===== src/rtl/mul_share_arbiter_pkg.sv =====
// Shared types and constants for the round-robin multiplier-sharing arbiter.
// Holds the FSM state encoding, the default datapath width and index sizing.
package mul_share_arbiter_pkg;

  localparam int DEF_WIDTH = 24;

  typedef enum logic [2:0] {
    IDLE      = 3'd0,
    ISSUE     = 3'd1,
    WAIT_LOW  = 3'd2,
    WAIT_DONE = 3'd3,
    RESP      = 3'd4
  } state_t;

  // Bits needed to index n requesters; never less than one.
  function automatic int idx_width(input int n);
    return (n > 1) ? $clog2(n) : 1;
  endfunction

endpackage


===== src/rtl/mul_share_arbiter_rr_arbiter.sv =====
// Combinational round-robin picker: first asserted request at or after ptr,
// wrapping modulo NREQ. Returns a one-hot grant, its index and an any-hit flag.
module mul_share_arbiter_rr_arbiter
  import mul_share_arbiter_pkg::*;
#(
  parameter int NREQ = 2,
  parameter int IDXW = idx_width(NREQ)
) (
  input  logic [NREQ-1:0] req,
  input  logic [IDXW-1:0] ptr,
  output logic [NREQ-1:0] gnt,
  output logic [IDXW-1:0] idx,
  output logic            any
);

  // Scan from the pointer; the first hit masks all later candidates.
  always_comb begin
    int   cand;
    logic hit_s;
    gnt   = '0;
    idx   = '0;
    any   = 1'b0;
    cand  = 0;
    hit_s = 1'b0;
    for (int k = 0; k < NREQ; k++) begin
      cand      = int'(ptr) + k;
      cand      = (cand >= NREQ) ? (cand - NREQ) : cand;
      hit_s     = ~any & req[cand];
      gnt[cand] = gnt[cand] | hit_s;
      idx       = hit_s ? IDXW'(cand) : idx;
      any       = any | hit_s;
    end
  end

endmodule


===== src/rtl/mul_share_arbiter.sv =====
// Shares one sequential multiplier between NREQ requesters in round-robin order,
// routes each result back to its owner and aborts operations that hang.
module mul_share_arbiter
  import mul_share_arbiter_pkg::*;
#(
  parameter int WIDTH   = DEF_WIDTH,
  parameter int NREQ    = 2,
  parameter int TIMEOUT = 64
) (
  input  logic                  clk,
  input  logic                  rst,
  input  logic [NREQ-1:0]       req,
  input  logic [NREQ*WIDTH-1:0] a_in,
  input  logic [NREQ*WIDTH-1:0] b_in,
  output logic [NREQ-1:0]       gnt,
  output logic [NREQ-1:0]       resp_valid,
  output logic                  resp_err,
  output logic [WIDTH-1:0]      resp_data,
  output logic                  mul_start,
  output logic [WIDTH-1:0]      mul_a,
  output logic [WIDTH-1:0]      mul_b,
  input  logic [WIDTH-1:0]      mul_result,
  input  logic                  mul_done
);

  localparam int IDXW = idx_width(NREQ);
  localparam int TW   = $clog2(TIMEOUT) + 1;

  state_t            state_r, state_s;
  logic [NREQ-1:0]   gnt_r, gnt_s;
  logic [NREQ-1:0]   resp_valid_r, resp_valid_s;
  logic              resp_err_r, resp_err_s;
  logic [WIDTH-1:0]  resp_data_r, resp_data_s;
  logic              mul_start_r, mul_start_s;
  logic [WIDTH-1:0]  mul_a_r, mul_a_s;
  logic [WIDTH-1:0]  mul_b_r, mul_b_s;
  logic [IDXW-1:0]   ptr_r, ptr_s;
  logic [IDXW-1:0]   owner_r, owner_s;
  logic [TW-1:0]     wdog_r, wdog_s;

  logic [NREQ-1:0]   arb_gnt_s;
  logic [IDXW-1:0]   arb_idx_s;
  logic              arb_any_s;
  logic              wdog_expired_s;

  mul_share_arbiter_rr_arbiter #(
    .NREQ (NREQ),
    .IDXW (IDXW)
  ) u_rr (
    .req (req),
    .ptr (ptr_r),
    .gnt (arb_gnt_s),
    .idx (arb_idx_s),
    .any (arb_any_s)
  );

  assign wdog_expired_s = (wdog_r == TW'(TIMEOUT - 1));

  // Next-state, operand capture, watchdog and response decisions.
  always_comb begin
    state_s      = state_r;
    gnt_s        = gnt_r;
    resp_valid_s = '0;
    resp_err_s   = resp_err_r;
    resp_data_s  = resp_data_r;
    mul_start_s  = 1'b0;
    mul_a_s      = mul_a_r;
    mul_b_s      = mul_b_r;
    ptr_s        = ptr_r;
    owner_s      = owner_r;
    wdog_s       = wdog_r;
    case (state_r)
      IDLE: begin
        if (arb_any_s) begin
          gnt_s       = arb_gnt_s;
          owner_s     = arb_idx_s;
          mul_a_s     = a_in[int'(arb_idx_s)*WIDTH +: WIDTH];
          mul_b_s     = b_in[int'(arb_idx_s)*WIDTH +: WIDTH];
          mul_start_s = 1'b1;
          state_s     = ISSUE;
        end else begin
          state_s     = IDLE;
        end
      end
      ISSUE: begin
        wdog_s  = '0;
        state_s = WAIT_LOW;
      end
      WAIT_LOW: begin
        // A done still high from the previous operation is not ours.
        if (wdog_expired_s) begin
          resp_data_s  = '0;
          resp_err_s   = 1'b1;
          resp_valid_s = gnt_r;
          state_s      = RESP;
        end else if (!mul_done) begin
          wdog_s  = wdog_r + TW'(1);
          state_s = WAIT_DONE;
        end else begin
          wdog_s  = wdog_r + TW'(1);
        end
      end
      WAIT_DONE: begin
        if (mul_done) begin
          resp_data_s  = mul_result;
          resp_err_s   = 1'b0;
          resp_valid_s = gnt_r;
          state_s      = RESP;
        end else if (wdog_expired_s) begin
          resp_data_s  = '0;
          resp_err_s   = 1'b1;
          resp_valid_s = gnt_r;
          state_s      = RESP;
        end else begin
          wdog_s = wdog_r + TW'(1);
        end
      end
      RESP: begin
        gnt_s   = '0;
        ptr_s   = (owner_r == IDXW'(NREQ - 1)) ? '0 : (owner_r + IDXW'(1));
        state_s = IDLE;
      end
      default: begin
        gnt_s   = '0;
        state_s = IDLE;
      end
    endcase
  end

  // State and output registers with synchronous active-low reset.
  always_ff @(posedge clk) begin
    if (!rst) begin
      state_r      <= IDLE;
      gnt_r        <= '0;
      resp_valid_r <= '0;
      resp_err_r   <= 1'b0;
      resp_data_r  <= '0;
      mul_start_r  <= 1'b0;
      mul_a_r      <= '0;
      mul_b_r      <= '0;
      ptr_r        <= '0;
      owner_r      <= '0;
      wdog_r       <= '0;
    end else begin
      state_r      <= state_s;
      gnt_r        <= gnt_s;
      resp_valid_r <= resp_valid_s;
      resp_err_r   <= resp_err_s;
      resp_data_r  <= resp_data_s;
      mul_start_r  <= mul_start_s;
      mul_a_r      <= mul_a_s;
      mul_b_r      <= mul_b_s;
      ptr_r        <= ptr_s;
      owner_r      <= owner_s;
      wdog_r       <= wdog_s;
    end
  end

  assign gnt        = gnt_r;
  assign resp_valid = resp_valid_r;
  assign resp_err   = resp_err_r;
  assign resp_data  = resp_data_r;
  assign mul_start  = mul_start_r;
  assign mul_a      = mul_a_r;
  assign mul_b      = mul_b_r;

endmodule


===== config.mk =====
export PLATFORM = sky130hd
export DESIGN_NAME = mul_share_arbiter
export DESIGN_NICKNAME = d
export VERILOG_FILES = /design/src/rtl/mul_share_arbiter_pkg.sv /design/src/rtl/mul_share_arbiter_rr_arbiter.sv /design/src/rtl/mul_share_arbiter.sv
export SDC_FILE = /design/constraint.sdc
export NUM_CORES = 1
export LEC_CHECK = 0
export CAP_MARGIN = 20
export CORE_ASPECT_RATIO = 1.1
export CORE_MARGIN = 2
export CORE_UTILIZATION = 34
export DETAILED_ROUTE_END_ITERATION = 16
export GPL_ROUTABILITY_DRIVEN = 0
export PLACE_DENSITY_LB_ADDON = 0.08
export SYNTH_ARGS = -nofsm -noshare
export SYNTH_HDL_FRONTEND = slang
export SYNTH_SLANG_ARGS = --single-unit

===== constraint.sdc =====
create_clock -name clk -period 1.9 [get_ports clk]
set_input_delay 0.38 -clock clk [delete_from_list [all_inputs] [get_ports clk]]
set_output_delay 0.38 -clock clk [all_outputs]
set_load 0.01 [all_outputs]

==> results of run 1 <==
[sequential cells by signal (all words and copies together) (netlist names)]
| signal | flops |
|---|---|
| resp_valid | 2 |
| owner_r | 1 |
| mul_a | 24 |
| ptr_r | 1 |
| resp_err | 1 |
| wdog_r | 7 |
| state_r | 3 |
| mul_b | 24 |
| resp_data | 24 |
| mul_start | 1 |
| gnt | 2 |
[layout make-up]
class                   count  area (um2)
fillers                   932        4160
clock buffers              10         239
flip-flops and latches     90        1800
multi-input cells         232        1640
repair buffers            215        2170
inverters                   5        18.8
well taps                 143         179
clock inverters             6        90.1
[kinds of logic after synthesis]
kind of cell             synth area share
XOR/XNOR                          0.00245
multiplexers                        0.146
AO/OA/AOI/OAI                       0.192
AND/OR/NAND/NOR                     0.113
flip-flops                          0.505
adder cells (fa/ha/maj)           0.00350
buffers and inverters              0.0392
[worst max-delay path, stage by stage, from the launching register on]
cell      delay, ns
dfxtp_1        0.40
ha_1           0.25
nand3b_1       0.10
o211ai_1       0.39
buf_4          0.24
mux2i_1        0.19
nor2_1         0.05
[routing by layer]
metal / wire, um / vias to the layer above / GRT usage
li1: - / 1686 / -
met1: 4050 / 1518 / 0.194
met2: 5070 / 111 / 0.307
met3: 854 / 10 / 0.0571
met4: 139 / 0 / 0.0622
met5: 0 / - / 0
[per-stage QoR]
step	setup WS (ns)	instance area, um2
after global placement	-0.0249	5810
after detailed placement	-0.0548	5810
after floorplan	0.336	3570
final	0.145	6140
after CTS	0.145	6140
after global routing	0.0279	6140
[final timing paths]
| check | endpoint | slack (ns) | cells past startpoint |
|---|---|---|---|
| min | resp_data[12]$_SDFFE_PN0P_ | 0.48 | 1 |
| max reg2reg | wdog_r[1]$_SDFFE_PN0P_ | 0.15 | 6 |
| min reg2reg | resp_data[12]$_SDFFE_PN0P_ | 0.48 | 1 |
| max | wdog_r[1]$_SDFFE_PN0P_ | 0.15 | 6 |
[layout by cell type (no fill, tap or decap), types with 2 or more instances in the layout]
cell and n:
nor2_1 57, nand2_1 5, dfxtp_1 90, o31ai_1 2
or3_1 3, nand2b_1 3, o21ai_0 6, buf_12 4
inv_1 4, and2_1 3, nor3_1 3, mux2i_1 52
nand3_1 4, a22o_1 24, a21oi_1 6, clkdlybuf4s50_1 202
clkinv_4 2, clkbuf_16 9, bufinv_16 2, a211oi_1 48
buf_4 9
[report_power, final]
part	switching [uW]	total (uW)	internal [uW]
sequential	108	2180	2070
combinational	523	1260	733
clock	736	1930	1190
==> results.sh, run 1 <==
export IMPL_async_reset_ff_frac=0
export IMPL_synth_area_top_cells="dfxtp_1 (50%), mux2i_1 (15%), a211oi_1 (10%)"
export IMPL_status="completed"
export IMPL_fin_crit_ns=1.75
export IMPL_fmax_mhz=570
export IMPL_drv_slew=0
export IMPL_num_rows=39
export IMPL_coreArea_um2=10300
export IMPL_drc=0
export IMPL_yosysWarnings=0
export IMPL_setup_tns_ns=0
export IMPL_p_total_uw=5360
export IMPL_clock_latency_ns=0.33
export IMPL_antenna_left=0
export IMPL_period_share=0.923
export IMPL_fin_nets=679
export IMPL_fin_hold_ws_ns=0.477
export IMPL_clk_path_buf_depth=2
export IMPL_placed_cells=685
export IMPL_crit_type="register to register"
export IMPL_dp_hpwl_um=7540
export IMPL_start_util=0.347
export IMPL_routedWlPerCell_um=14.4
export IMPL_yosys_top_cells_count="dfxtp_1 (90), nor2_1 (57), mux2i_1 (52)"
export IMPL_relSlewSlack=0.401
export IMPL_post_cts_buffers=0
export IMPL_io_buffers=202
export IMPL_wirelength_um=10100
export IMPL_hold_buffers=0
export IMPL_syn_avg_cell_area_um2=10.1
export IMPL_grt_max_degree=53
export IMPL_maxCapViolCount=0
export IMPL_critPathRequiredTime_ns=2.09
export IMPL_critPathMaxFanout=7
export IMPL_power_density_nw_per_um2=873
export IMPL_n_antenna_cell=0
export IMPL_clkTransAtPathRegs_ns=0.07
export IMPL_worst_pin_slew_ns=0.891
export IMPL_seq_area_frac_synth=0.505
export IMPL_endpoint_kind="register"
export IMPL_syn_nets=480
export IMPL_cts_sinks=90
export IMPL_drtIter0Drc=49
export IMPL_antenna_found_initial=0
export IMPL_synth_edf_count=0
export IMPL_via_per_inst=4.74
export IMPL_setup_viol=0
export IMPL_die_h_um=111
export IMPL_gr_total_overflow=0
export IMPL_synth_seq_cells=90
export IMPL_grt_use_total=0.175
export IMPL_synthDominantCellAreaShare=0.505
export IMPL_htreeDepth=3
export IMPL_area_delta_synth_final_pct=71.9
export IMPL_ios=203
export IMPL_crit_reg2reg_launch="wdog_r[0]$_SDFFE_PN0P_"
export IMPL_cts_made_buffers=9
export IMPL_hold_viol_final=0
export IMPL_synth_cells=354
export IMPL_cts_resized=0
export IMPL_layoutNonFillerInstCount=701
export IMPL_fin_skew_ns=0.00765
export IMPL_ir_worst_vdd_mv=0.477
export IMPL_synth_ff_type="dfxtp_1"
export IMPL_num_vias=3325
export IMPL_cp_startpoint="wdog_r[0]$_SDFFE_PN0P_"
export IMPL_synth_most_common_cell="dfxtp_1"
export IMPL_cp_arrival_ns=1.94
export IMPL_holdCritStartpoint="resp_data[12]$_SDFFE_PN0P_"
export IMPL_synth_cell_types=33
export IMPL_start_kind="register"
export IMPL_grt_pass1_wl_um=15700
export IMPL_grt_pass1_vias=3248
export IMPL_fin_util=0.596
export IMPL_cts_root_buffer="clkbuf_16"
export IMPL_leakage_uw=0.00249
export IMPL_die_area_um2=11300
export IMPL_cts_tree="built"
export IMPL_min_path_type="register to register"
export IMPL_die_x_um=102
export IMPL_netlist_area_um2=3570
export IMPL_rsz0062_at_grt="no"
export IMPL_firstDrtPassIters=4
export IMPL_synth_largest_area_cell="dfxtp_1"
export IMPL_drive_above_1_share=0.0645
No activity file was read; power rests on OpenSTA's default activity.
==> run 2: changes to the inputs <==
SYNTH_HIERARCHICAL = 1   (was unset)
==> results.sh, run 2 <==
export IMPL_cts_root_buffer="clkbuf_16"
export IMPL_start_kind="input pin"
export IMPL_fin_hold_ws_ns=0.481
export IMPL_via_per_inst=4.72
export IMPL_fin_nets=692
export IMPL_crit_type="input pin to register"
export IMPL_critPathRequiredTime_ns=2.11
export IMPL_dp_hpwl_um=8000
export IMPL_drtIter0Drc=83
export IMPL_drv_slew=0
export IMPL_firstDrtPassIters=4
export IMPL_fmax_mhz=550
export IMPL_synth_ff_type="dfxtp_1"
export IMPL_worst_pin_slew_ns=0.740
export IMPL_critPathMaxFanout=19
export IMPL_status="completed"
export IMPL_placed_cells=700
export IMPL_seq_area_frac_synth=0.462
export IMPL_area_delta_synth_final_pct=68.3
export IMPL_layout_commonest_cell="clkdlybuf4s50_1"
export IMPL_critPathSlowestCell="clkdlybuf4s50_1"
export IMPL_relSlewSlack=0.501
export IMPL_min_path_type="register to register"
export IMPL_layout_area_seq_um2=1800
export IMPL_cts_sinks=90
export IMPL_antenna_found_initial=0
export IMPL_cts_made_buffers=9
export IMPL_crit_path_max_incr_delay_ns=0.47
export IMPL_clock_latency_ns=0.34
export IMPL_async_reset_ff_frac=0
export IMPL_n_antenna_cell=0
export IMPL_die_x_um=106
export IMPL_coreArea_um2=11300
export IMPL_final_cell_mix="clkdlybuf4s50_1 (202), dfxtp_1 (90), nor2_1 (54)"
export IMPL_synthDominantCellAreaShare=0.462
export IMPL_drc=0
export IMPL_maxCapViolCount=0
export IMPL_start_util=0.344
export IMPL_syn_nets=478
export IMPL_fin_crit_ns=1.82
export IMPL_syn_avg_cell_area_um2=11.1
export IMPL_grt_pass1_vias=3294
export IMPL_hold_viol_final=0
export IMPL_synth_edf_count=0
export IMPL_synth_area_top_cells="dfxtp_1 (46%), a211oi_2 (15%), mux2i_1 (13%)"
export IMPL_wirelength_um=10800
export IMPL_grt_use_total=0.166
export IMPL_setup_viol=0
export IMPL_clkTransAtPathRegs_ns=0.06
export IMPL_endpoint_kind="register"
export IMPL_io_buffers=202
export IMPL_routedWlPerCell_um=15.0
export IMPL_cts_tree="built"
export IMPL_num_vias=3405
export IMPL_rsz0062_at_grt="no"
export IMPL_fin_skew_ns=0.00379
export IMPL_synth_seq_cells=90
export IMPL_crit_chain="clkdlybuf4s50_1 > or2_1 > or3b_4 > nor2_8 > buf_4 > clkbuf_16 > a211oi_2"
export IMPL_die_area_um2=12300
export IMPL_clk_path_buf_depth=2
export IMPL_drive_above_1_share=0.177
export IMPL_ios=203
export IMPL_gr_total_overflow=0
export IMPL_ir_worst_vdd_mv=0.419
export IMPL_nFillCells=993
export IMPL_yosys_top_cells_count="dfxtp_1 (90), nor2_1 (54), mux2i_1 (51)"
export IMPL_synth_most_common_cell="dfxtp_1"
export IMPL_power_density_nw_per_um2=853
export IMPL_yosysWarnings=6
export IMPL_synth_cell_types=39
export IMPL_antenna_left=0
export IMPL_die_h_um=116
export IMPL_synth_cells=352
export IMPL_grt_max_degree=40
export IMPL_multiInputGateArea_um2=1900
export IMPL_netlist_area_um2=3900
export IMPL_cp_arrival_ns=2.03
export IMPL_grt_pass1_wl_um=16100
export IMPL_layoutNonFillerInstCount=721
export IMPL_leakage_uw=0.00243
export IMPL_period_share=0.957
export IMPL_htreeDepth=3
export IMPL_num_rows=41
export IMPL_synth_largest_area_cell="dfxtp_1"
export IMPL_fin_util=0.579
## run 2: cell families after synthesis
group	Yosys count	share of synthesized area
multiplexers	51	0.131
flip-flops	90	0.462
buffers and inverters	31	0.0555
adder cells (fa/ha/maj)	1	0.00321
AND/OR/NAND/NOR	85	0.104
XOR/XNOR	1	0.00225
AO/OA/AOI/OAI	93	0.242
## run 2: metrics by stage
stage | worst slack, ns | total power [uW] | setup TNS (ns) | cell area (um2)
3_3_place_gp | -0.313 | 3640 | -19.91 | 6150
2_1_floorplan | 0.298 | 2950 | 0 | 3900
5_1_grt | 0.0209 | 5870 | 0 | 6560
6_report | 0.0821 | 5600 | 0 | 6560
4_1_cts | 0.0429 | 5610 | 0 | 6480
3_5_place_dp | -0.332 | 3670 | -21.38 | 6150
## run 2: final timing paths
| path | cells after the start | startpoint | slack (ns) | to |
|---|---|---|---|---|
| min reg2reg | 1 | resp_data[21]$_SDFFE_PN0P_ | 0.48 | resp_data[21]$_SDFFE_PN0P_ |
| min | 1 | resp_data[21]$_SDFFE_PN0P_ | 0.48 | resp_data[21]$_SDFFE_PN0P_ |
| max reg2reg | 5 | wdog_r[1]$_SDFFE_PN0P_ | 0.20 | resp_data[19]$_SDFFE_PN0P_ |
| max | 7 | req[1] | 0.08 | mul_a[6]$_SDFFE_PN0N_ |
## run 2: what timing repair did
action | in CTS | in global routing
setup buffers | 0 | 3
endpoints found under the hold margin | 0 | 0
cloned | 0 | 2
setup endpoints to repair | 24 | 39
resized for setup | 1 | 3
pin swaps | 0 | 1
hold buffers | 0 | 0
## run 2: worst max-delay path, delay by kind of cell
| family | cells | cell delay (ns) |
|---|---|---|
| buf+inv | 3 | 0.82 |
| simple gates | 3 | 0.73 |
| compound gates | 1 | 0.08 |
## run 2: cell type report
class                      instances  share of cell area
clock buffer                      10              0.0364
clock inverter                     6              0.0122
inverter                           4             0.00229
multi-input combinational        231               0.290
sequential                        90               0.275
tap                              150              0.0286
timing repair buffer             230               0.356
## run 2: where the power goes
group          total, uW  internal (uW)  switching, uW  leakage (uW)
logic               1530            876            657       0.00153
clock network       1910           1180            730      0.000162
registers           2160           2070           91.4      0.000739
total               5600           4120           1480       0.00243
## run 2: per-layer routing
layer / vias to the layer above / wire length [um] / global-route usage
li1: 1714 / - / -
met1: 1564 / 4330 / 0.188
met2: 112 / 5500 / 0.295
met3: 15 / 758 / 0.0441
met4: 0 / 197 / 0.0746
met5: - / 0 / 0
